==> config.mk <==
export PLATFORM = sky130hd
export DESIGN_NAME = voice_matcher
export DESIGN_NICKNAME = d
export VERILOG_FILES = /design/src/rtl/biometrics_pkg.sv /design/src/rtl/feature_template_ram.sv /design/src/rtl/voice_matcher.sv
export SDC_FILE = /design/constraint.sdc
export NUM_CORES = 1
export LEC_CHECK = 0
export BUFFER_PORTS_ARGS = -buffer_cell sky130_fd_sc_hd__buf_4
export CORE_MARGIN = 10
export CORE_UTILIZATION = 67
export CTS_CLUSTER_DIAMETER = 50
export DETAILED_ROUTE_END_ITERATION = 10
export PLACE_DENSITY_LB_ADDON = 0.1
export SLEW_MARGIN = 10
export SYNTH_ARGS = -nofsm -noshare
export SYNTH_HDL_FRONTEND = slang
export SYNTH_SLANG_ARGS = --single-unit
==> constraint.sdc <==
create_clock -name clk_in -period 13.4 [get_ports clk_in]
set_input_delay 2.68 -clock clk_in [delete_from_list [all_inputs] [get_ports clk_in]]
set_output_delay 2.68 -clock clk_in [all_outputs]
set_load 0.01 [all_outputs]
==> src/rtl/biometrics_pkg.sv <==
`default_nettype none
// ---------------------------------------------------------------------------
// biometrics_pkg: shared mode/state encodings and the abs-diff helper
// Revision: 1.0
// ---------------------------------------------------------------------------
package biometrics_pkg;

  typedef enum logic [1:0] {
    MODE_IDLE   = 2'b00,
    MODE_ENROLL = 2'b01,
    MODE_VERIFY = 2'b10
  } mode_e;

  typedef enum logic {
    ACCEPT = 1'b0,
    DECIDE = 1'b1
  } state_e;

  // Widest feature sample the helper supports; callers sign-extend to this.
  localparam int ABS_W = 64;

  function automatic mode_e decode_mode(input logic [1:0] m);
    case (m)
      2'b01:   return MODE_ENROLL;
      2'b10:   return MODE_VERIFY;
      default: return MODE_IDLE;
    endcase
  endfunction

  function automatic logic [ABS_W:0] abs_diff(input logic signed [ABS_W-1:0] a,
                                              input logic signed [ABS_W-1:0] b);
    logic signed [ABS_W:0] d;
    d = {a[ABS_W-1], a} - {b[ABS_W-1], b};
    return d[ABS_W] ? -d : d;
  endfunction

endpackage
`default_nettype wire

==> src/rtl/feature_template_ram.sv <==
`default_nettype none
// ---------------------------------------------------------------------------
// feature_template_ram: enrolled template store, 1 write port, async read
// Revision: 1.0
// ---------------------------------------------------------------------------
module feature_template_ram #(
  parameter int FEATURE_WIDTH = 16,
  parameter int NUM_FEATURES  = 32,
  parameter int ADDR_W        = $clog2(NUM_FEATURES)
) (
  input  logic                     clk_in,
  input  logic                     we_i,
  input  logic [ADDR_W-1:0]        waddr_i,
  input  logic [FEATURE_WIDTH-1:0] wdata_i,
  input  logic [ADDR_W-1:0]        raddr_i,
  output logic [FEATURE_WIDTH-1:0] rdata_o
);

  // Contents deliberately survive reset so a template outlives a reset pulse.
  logic [FEATURE_WIDTH-1:0] mem_q [NUM_FEATURES];

  always_ff @(posedge clk_in) begin
    if (we_i) begin
      mem_q[waddr_i] <= wdata_i;
    end
  end

  assign rdata_o = mem_q[raddr_i];

endmodule
`default_nettype wire

==> src/rtl/voice_matcher.sv <==
`default_nettype none
// ---------------------------------------------------------------------------
// voice_matcher: L1-distance speaker verification with N-frame confirmation
// Revision: 1.0
// ---------------------------------------------------------------------------
module voice_matcher
  import biometrics_pkg::*;
#(
  parameter int FEATURE_WIDTH = 16,
  parameter int NUM_FEATURES  = 32,
  parameter int MATCH_FRAMES  = 4,
  parameter int DIST_WIDTH    = FEATURE_WIDTH + 1 + $clog2(NUM_FEATURES)
) (
  input  logic                            clk_in,
  input  logic                            rst_n_in,
  input  logic [1:0]                      mode_in,
  input  logic [DIST_WIDTH-1:0]           threshold_in,
  input  logic signed [FEATURE_WIDTH-1:0] feature_data_in,
  input  logic                            feature_valid_in,
  input  logic                            feature_last_in,
  output logic                            feature_ready_out,
  output logic                            enrolled_out,
  output logic [DIST_WIDTH-1:0]           distance_out,
  output logic                            distance_valid_out,
  output logic                            detected_out,
  output logic                            frame_error_out
);

  localparam int IDX_W = $clog2(NUM_FEATURES);
  localparam int CNT_W = $clog2(MATCH_FRAMES + 1);
  localparam logic [IDX_W-1:0] LAST_IDX  = IDX_W'(NUM_FEATURES - 1);
  localparam logic [CNT_W-1:0] CNT_FULL  = CNT_W'(MATCH_FRAMES);

  state_e                   state_q, state_d;
  mode_e                    mode_q, mode_d;
  logic [IDX_W-1:0]         idx_q, idx_d;
  logic [DIST_WIDTH-1:0]    acc_q, acc_d;
  logic                     wellformed_q, wellformed_d;
  logic                     enrolled_q, enrolled_d;
  logic [DIST_WIDTH-1:0]    distance_q, distance_d;
  logic                     dvalid_q, dvalid_d;
  logic                     detected_q, detected_d;
  logic                     ferr_q, ferr_d;
  logic [CNT_W-1:0]         count_q, count_d;

  logic                     w_accept;
  logic                     w_we;
  mode_e                    w_beat_mode;
  logic [FEATURE_WIDTH-1:0] w_tmpl;
  logic [ABS_W:0]           w_abs_full;
  logic [FEATURE_WIDTH:0]   w_abs;
  logic                     w_abs_unused;

  feature_template_ram #(
    .FEATURE_WIDTH (FEATURE_WIDTH),
    .NUM_FEATURES  (NUM_FEATURES),
    .ADDR_W        (IDX_W)
  ) u_template (
    .clk_in  (clk_in),
    .we_i    (w_we),
    .waddr_i (idx_q),
    .wdata_i (feature_data_in),
    .raddr_i (idx_q),
    .rdata_o (w_tmpl)
  );

  // Ready is forced low while reset is held so every output reads 0 in reset.
  assign feature_ready_out = (state_q == ACCEPT) && rst_n_in;
  assign w_accept          = feature_valid_in && feature_ready_out;
  assign w_beat_mode       = (idx_q == '0) ? decode_mode(mode_in) : mode_q;

  assign w_abs_full   = abs_diff(ABS_W'(feature_data_in), ABS_W'($signed(w_tmpl)));
  assign w_abs        = w_abs_full[FEATURE_WIDTH:0];
  assign w_abs_unused = |w_abs_full[ABS_W:FEATURE_WIDTH+1];

  always_comb begin
    state_d      = state_q;
    mode_d       = mode_q;
    idx_d        = idx_q;
    acc_d        = acc_q;
    wellformed_d = wellformed_q;
    enrolled_d   = enrolled_q;
    distance_d   = distance_q;
    dvalid_d     = 1'b0;
    detected_d   = detected_q;
    ferr_d       = 1'b0;
    count_d      = count_q;
    w_we         = 1'b0;

    case (state_q)
      ACCEPT: begin
        if (w_accept) begin
          if (idx_q == '0) begin
            mode_d = w_beat_mode;
          end
          if (w_beat_mode == MODE_ENROLL) begin
            w_we = 1'b1;
          end
          if (w_beat_mode == MODE_VERIFY) begin
            acc_d = acc_q + DIST_WIDTH'(w_abs);
          end
          // Either an early last or a full frame without last ends the frame.
          if (feature_last_in || (idx_q == LAST_IDX)) begin
            state_d      = DECIDE;
            wellformed_d = feature_last_in && (idx_q == LAST_IDX);
          end else begin
            idx_d = idx_q + IDX_W'(1);
          end
        end
      end

      DECIDE: begin
        state_d = ACCEPT;
        idx_d   = '0;
        acc_d   = '0;
        case (mode_q)
          MODE_ENROLL: begin
            enrolled_d = wellformed_q;
            ferr_d     = !wellformed_q;
            count_d    = '0;
            detected_d = 1'b0;
          end
          MODE_VERIFY: begin
            if (!wellformed_q) begin
              ferr_d     = 1'b1;
              count_d    = '0;
              detected_d = 1'b0;
            end else if (enrolled_q) begin
              distance_d = acc_q;
              dvalid_d   = 1'b1;
              if (acc_q <= threshold_in) begin
                count_d    = (count_q == CNT_FULL) ? CNT_FULL : count_q + CNT_W'(1);
                detected_d = ((count_q == CNT_FULL) ? CNT_FULL : count_q + CNT_W'(1)) == CNT_FULL;
              end else begin
                count_d    = '0;
                detected_d = 1'b0;
              end
            end
          end
          default: begin
          end
        endcase
      end

      default: state_d = ACCEPT;
    endcase
  end

  always_ff @(posedge clk_in or negedge rst_n_in) begin
    if (!rst_n_in) begin
      state_q      <= ACCEPT;
      mode_q       <= MODE_IDLE;
      idx_q        <= '0;
      acc_q        <= '0;
      wellformed_q <= 1'b0;
      enrolled_q   <= 1'b0;
      distance_q   <= '0;
      dvalid_q     <= 1'b0;
      detected_q   <= 1'b0;
      ferr_q       <= 1'b0;
      count_q      <= '0;
    end else begin
      state_q      <= state_d;
      mode_q       <= mode_d;
      idx_q        <= idx_d;
      acc_q        <= acc_d;
      wellformed_q <= wellformed_d;
      enrolled_q   <= enrolled_d;
      distance_q   <= distance_d;
      dvalid_q     <= dvalid_d;
      detected_q   <= detected_d;
      ferr_q       <= ferr_d;
      count_q      <= count_d;
    end
  end

  assign enrolled_out       = enrolled_q;
  assign distance_out       = distance_q;
  assign distance_valid_out = dvalid_q;
  assign detected_out       = detected_q;
  assign frame_error_out    = ferr_q;

endmodule
`default_nettype wire
== Word-level counts from Yosys, hierarchy flattened ==
Memories as Yosys holds them, arrays and structs flattened.
Cells that the tools add are included.

* Add/sub/neg operators: 5
* Order comparisons: 1
* Equal/unequal tests: 13
* Mux-type cells: 33
* Bitwise operators: 1
* Reduce and logical (&&, ||, !) cells: 14

{| class="wikitable"
|+ Operator list
! kind !! count
|-
| $mux 22 || 2
|-
| $pmux 22 s2 || 1
|-
| $add 22x17->22 || 1
|-
| $le 22x22->1 || 1
|-
| $mux 17 || 1
|-
| $neg 17->17 || 1
|-
| $sub 16x16->17 || 1
|-
| $mux 1 || 16
|-
| $mux 3 || 4
|-
| $mux 5 || 2
|-
| $pmux 5 s2 || 1
|-
| $reduce_and 3->1 || 3
|-
| $eq 2x1->1 const B || 3
|-
| $eq 2x2->1 const B || 3
|-
| $eq 3x3->1 const B || 2
|-
| $pmux 1 s2 || 3
|-
| $pmux 3 s2 || 1
|-
| $reduce_and 2->1 || 3
|-
| $add 5x1->5 const B || 1
|-
| $eq 5x5->1 const B || 1
|-
| $logic_not 5->1 || 1
|-
| $ne 2x2->1 const B || 2
|-
| $pmux 2 s2 || 1
|-
| $reduce_and 4->1 || 1
|-
| 9 further kinds || 11
|}

* Flip-flop bits (word level): 60
* Memory bits (writable): 512
* Output and inout port bits: 27
* Word-level logic and storage cells: 79
* Memories: 1

{| class="wikitable"
|+ Memory list
! memory !! words !! width !! rd ports !! clocked after memory_dff !! wr ports !! line !! source
|-
| u_template.mem_q || 32 || 16 || 1 || 0 || 1 || feature_template_ram.sv:20 || <nowiki>logic [FEATURE_WIDTH-1:0] mem_q [NUM_FEATURES];</nowiki>
|}

== Logic depth before layout (Yosys ltp) ==
* Depth in word-level cells: 9
* Mapped depth: 28
* Gate-level depth less buffers: 24

== Modules after synthesis ==
Synthesis repeated with hierarchy kept, for this count alone.

* Cell total of the unflattened synthesis: 1,760
* Area total of the unflattened synthesis: 25,398.1 µm²

{| class="wikitable"
|+ By module, submodules not included
! module !! times used !! cells each !! area each (µm²) !! sequential area each (µm²)
|-
| feature_template_ram || 1 || 1,127 || 20,215.6 || 15,374.7
|-
| voice_matcher || 1 || 633 || 5,182.5 || 1,501.4
|}

== Worst setup path before layout ==
OpenSTA, ideal clock, no wires.

* Kind: input -> register
* Start: in feature_data_in[0]
* End: reg acc_q[20]
* Library setup time: 78 ps
* Arrival: 6,776 ps
* Path slack: 6,546 ps
* Stages on the path: 22
* Buffers on the path: 1
* Cell sequence: inv_1 > ha_1 > inv_1 > fa_1 > a211o_1 > a21oi_1 > o211ai_1 > nand2_1 > a221oi_1 > o22ai_1 > clkbuf_1 > nand2_1 > a21boi_0 > fa_1 > nor2b_1 > o21ai_0 > a21boi_0 > o41a_1 > o32ai_1 > o21a_1 > or4_1 > a21oi_1

* Cells in the longest elaborated chain, start to end: 7

{| class="wikitable"
|+ RTL lines
! what !! line !! source
|-
| start: declaration || voice_matcher.sv:18 || <nowiki>input logic signed [FEATURE_WIDTH-1:0] feature_data_in,</nowiki>
|-
| $sub 16x16->17 (*) || biometrics_pkg.sv:33 || <nowiki>d = {a[ABS_W-1], a} - {b[ABS_W-1], b};</nowiki>
|-
| $neg 17->17 || biometrics_pkg.sv:34 || <nowiki>return d[ABS_W] ? -d : d;</nowiki>
|-
| $mux 17 (*) || biometrics_pkg.sv:34 ||
|-
| $add 22x17->22 (*) || voice_matcher.sv:100 || <nowiki>acc_d = acc_q + DIST_WIDTH'(w_abs);</nowiki>
|-
| $mux 22 (*) || voice_matcher.sv:99 || <nowiki>if (w_beat_mode == MODE_VERIFY) begin</nowiki>
|-
| $mux 22 (*) || voice_matcher.sv:92 || <nowiki>if (w_accept) begin</nowiki>
|-
| $pmux 22 s2 (*) || voice_matcher.sv:90 || <nowiki>case (state_q)</nowiki>
|-
| end signal: assignment || voice_matcher.sv:154 || <nowiki>acc_q <= '0;</nowiki>
|-
| end signal: assignment || voice_matcher.sv:166 || <nowiki>acc_q <= acc_d;</nowiki>
|-
| end: declaration || voice_matcher.sv:37 || <nowiki>logic [DIST_WIDTH-1:0] acc_q, acc_d;</nowiki>
|}

Every way passes the cells marked *; elsewhere a longest branch is shown, timed or not. The select of a mux whose other input is x is not followed.
A chain may end at the register's enable or synchronous reset.

== Worst setup path after layout ==
* Start: reg idx_q[1]
* End: reg acc_q[20]

* Cells in the longest elaborated chain, start to end: 8
* Elaborated cells on any way between the ends: 13
* Classes of those cells: add/sub (3); eq/ne (2); mux (5); reduce/logical (2); memory (1)

{| class="wikitable"
|+ RTL lines
! what !! line !! source
|-
| start: declaration || voice_matcher.sv:36 || <nowiki>logic [IDX_W-1:0] idx_q, idx_d;</nowiki>
|-
| start signal: assignment || voice_matcher.sv:165 || <nowiki>idx_q <= idx_d;</nowiki>
|-
| $mem_v2 32x16 || -- ||
|-
| $sub 16x16->17 || biometrics_pkg.sv:33 ||
|-
| $neg 17->17 || biometrics_pkg.sv:34 ||
|-
| $mux 17 || biometrics_pkg.sv:34 ||
|-
| $add 22x17->22 || voice_matcher.sv:100 ||
|-
| $mux 22 || voice_matcher.sv:99 ||
|-
| $mux 22 || voice_matcher.sv:92 ||
|-
| $pmux 22 s2 || voice_matcher.sv:90 ||
|}

Parallel ways exist; a longest one is shown, timed or not. The select of a mux whose other input is x is not followed.

==> flow_summary.toml <==
[synth]
synth_cell_types = 64
syn-num-nets = 1557
postSynthCellCount = 1444
ys_warn_count = 0
synth_edf_count = 512
async_flop_share = 0.105
synth_flop_cell = "edfxtp_1"
avgSynthCellArea_sq_um = 17.0
ys_ff_latch = 572
syn_area_sq_mm = 0.0245
ys_seq_area_frac = 0.688

[run]
drv_cap = 0

[pwr]
swShare = 0.324
ir_drop_mv = 0.140
p_sw_w = 0.00179
powerDensity_mw_per_mm2 = 201
seqPwrFrac = 0.372
comb_power_share = 0.344
p_leak_nw = 9.69
power.internal_w = 0.00374
pwr-share-clk = 0.284

[critical_path]
cp.buffers_inverters = 2
required_ns = 13.92
cp.arrival_ns = 8.46
setup.worst_path.end_class = "register"
cp_slowest_cell = "buf_4"
worstSetupPathType = "register to register"
startpoint_type = "register"
max_stage_delay_ns = 0.81
cp_max_fo = 60
critPathTopFamily = "compound AO/OA/AOI/OAI gates"
cp_cell_sequence = "buf_4 -> buf_4 -> mux4_2 -> a221oi_1 -> and3_1 -> ha_1 -> a21o_1 -> a21oi_1 -> o211ai_1 -> nand2_1 -> a221oi_1 -> o22ai_1 -> nand2_1 -> a21boi_0 -> fa_1 -> nor2b_1 -> o21ai_0 -> a21boi_0 -> o41a_1 -> o32ai_1 -> o21a_1 -> or4_1 -> a21oi_1"

[detailed_routing]
postRouteAntennaNets = 0
drt_first_pass_iters = 5
dr.first_iter.drc_count = 1517
vias = 13922
wire_per_inst_microns = 28.7
routed_via_density = 6.76
drc_errors = 0
drt-total-wl_microns = 59000

[clock_network]
cts_tree = "built"
clock_latency_ns = 0.62
post-cts-setup-buffers = 0
cts_max_level = 2
clk_pin_slew_worst_paths_ns = 0.06
cts_resized = 0
clock_tree.root_cell = "clkbuf_16"
holdBufCountCts = 0
cts_buffers = 57
cts_buffer_depth = 3
clkSinkCount = 572

[global_route]
grt_max_degree = 101
overflow = 0
grt_pass1_vias = 14142
antenna_found_initial = 2
grt_pass1_wl_microns = 88300
track_usage = 0.270

[place]
placed_area_sq_mm = 0.0257
dp_hpwl_microns = 35400
port_buffers = 70
gp_congestion = 0.908

[sta]
drv_slew = 0
setup_tns_ns = 0
slew_headroom = 0.310
hold_viol = 0
fin_skew_ns = 0.0179
rsz0062_at_grt = "no"
worst_pin_slew_ns = 1.04
setup_viol = 0
clock.fmax_mhz = 126
holdWs_ns = 0.478
period_needed_ns = 7.94
period_share = 0.592

[worst_hold_path]
hold_path_class = "register to register"

[floorplanning]
initial_core_util = 0.675
fp.dieW_microns = 211
fp-row-count = 70
core_sq_mm = 0.0363
die_y_microns = 211
dieArea_sq_mm = 0.0447
ioPinCount = 71

[cells_and_area]
fin_nets = 1663
layout_commonest_cell = "edfxtp_1"
area_growth_syn_to_layout_pct = 12.4
drive_gt1_frac = 0.218
most-common-layout-cells = "edfxtp_1, mux4_2, buf_4, nand2_1, nor2_1"
diodes = 0
postLayoutCellArea_sq_mm = 0.0276
post-route-util = 0.759

[status]
status = "complete, no violations"
Yosys cell counts, types with 3 or more instances:
cell type,instances,area [sq um]
o31ai_1,7,52.6
or3_1,9,56.3
a31o_2,3,26.3
dfrtp_1,60,1500
and2_1,3,18.8
mux4_2,128,2880
a31oi_1,5,31.3
nor3b_1,5,37.5
edfxtp_1,512,15400
clkbuf_1,37,139
a21oi_1,39,195
xor2_1,14,123
inv_1,51,191
nor2b_1,7,43.8
buf_2,7,35.0
buf_1,20,75.1
nor2_1,70,263
a21o_1,16,120
a22o_1,17,149
o21ai_0,43,215
xnor2_1,32,280
nand4_1,10,62.6
nand3_1,11,55.1
or2_2,3,18.8
or4_1,3,22.5
mux2i_1,5,50.1
o211ai_1,3,22.5
a221oi_1,15,131
nand2b_1,4,25.0
and3_1,19,119
a22oi_1,37,278
a211oi_1,5,37.5
ha_1,67,838
nand2_1,100,375
o21a_1,12,90.1
a21boi_0,4,30.0
nor3_1,10,50.1
nand3b_1,20,150
stage by stage:
step | power, W | setup slack, ns | instances
2_1_floorplan | 0.00353 | 6.55 | 1444
6_report | 0.00553 | 5.46 | 2059
5_1_grt | 0.00581 | 4.87 | 2059
3_5_place_dp | 0.00397 | 5.58 | 1959
3_3_place_gp | 0.00395 | 5.71 | 1959
4_1_cts | 0.00555 | 5.59 | 2059
cell type report:
cell class | count | area, sq um
clock inverter | 29 | 314
timing repair buffer | 111 | 846
sequential | 572 | 16900
multi-input combinational | 757 | 7230
fill | 2066 | 8770
tap | 468 | 586
inverter | 51 | 191
clock buffer | 71 | 1530
worst register-to-register path, stage by stage, from the launching register on:
cell and delay (ns):
dfrtp_4 0.72, buf_4 0.63, buf_4 0.83, mux4_2 0.45, a221oi_1 0.62, and3_1 0.26
ha_1 0.32, a21o_1 0.19, a21oi_1 0.29, o211ai_1 0.16, nand2_1 0.11, a221oi_1 0.11
o22ai_1 0.54, nand2_1 0.15, a21boi_0 0.18, fa_1 0.44, nor2b_1 0.11, o21ai_0 0.09
a21boi_0 0.38, o41a_1 0.21, o32ai_1 0.17, o21a_1 0.26, or4_1 0.47, a21oi_1 0.15
metal layers:
metal | routed length (microns) | part of all wire | global-route usage
met1 | 22500 | 0.38 | 0.353
met5 | 23 | 0.00039 | 0
met4 | 2140 | 0.036 | 0.112
met2 | 29100 | 0.49 | 0.433
met3 | 5270 | 0.089 | 0.0633
worst paths after layout:
path	to	slack, ns	cells after the start	startpoint
worst max-delay path	acc_q[20]$_DFFE_PN0P_	5.46	23	idx_q[1]$_DFFE_PN0P_
worst min-delay path	distance_out[5]$_DFFE_PN0P_	0.48	2	distance_out[5]$_DFFE_PN0P_
worst max register to register	acc_q[20]$_DFFE_PN0P_	5.46	23	idx_q[1]$_DFFE_PN0P_
worst min register to register	distance_out[5]$_DFFE_PN0P_	0.48	2	distance_out[5]$_DFFE_PN0P_
max in group asynchronous	idx_q[1]$_DFFE_PN0P_	10.64	1	rst_n_in
min in group asynchronous	distance_valid_out$_DFF_PN0_	2.17	1	rst_n_in
cell families after synthesis:
kind of cell | share of synthesized area
buf+inv | 0.0180
xor+xnor | 0.0164
compound gates | 0.0645
fa+ha+maj | 0.0358
flops | 0.688
simple gates | 0.0569
mux | 0.120
flip-flops by register name, indices dropped and copies added, names as in the netlist, 2 cells and up:
signal / cells
idx_q: 5
acc_q: 22
count_q: 3
distance_out: 22
u_template.mem_q: 512
mode_q: 2
power groups by stage:
stage | logic, W | registers (W) | clock network [W]
3_5_place_dp | 0.00187 | 0.00210 | 0
4_1_cts | 0.00190 | 0.00206 | 0.00159
3_3_place_gp | 0.00185 | 0.00210 | 0
2_1_floorplan | 0.00150 | 0.00203 | 0
6_report | 0.00190 | 0.00206 | 0.00157
5_1_grt | 0.00209 | 0.00207 | 0.00166
No activity file was read; power rests on OpenSTA's default activity.
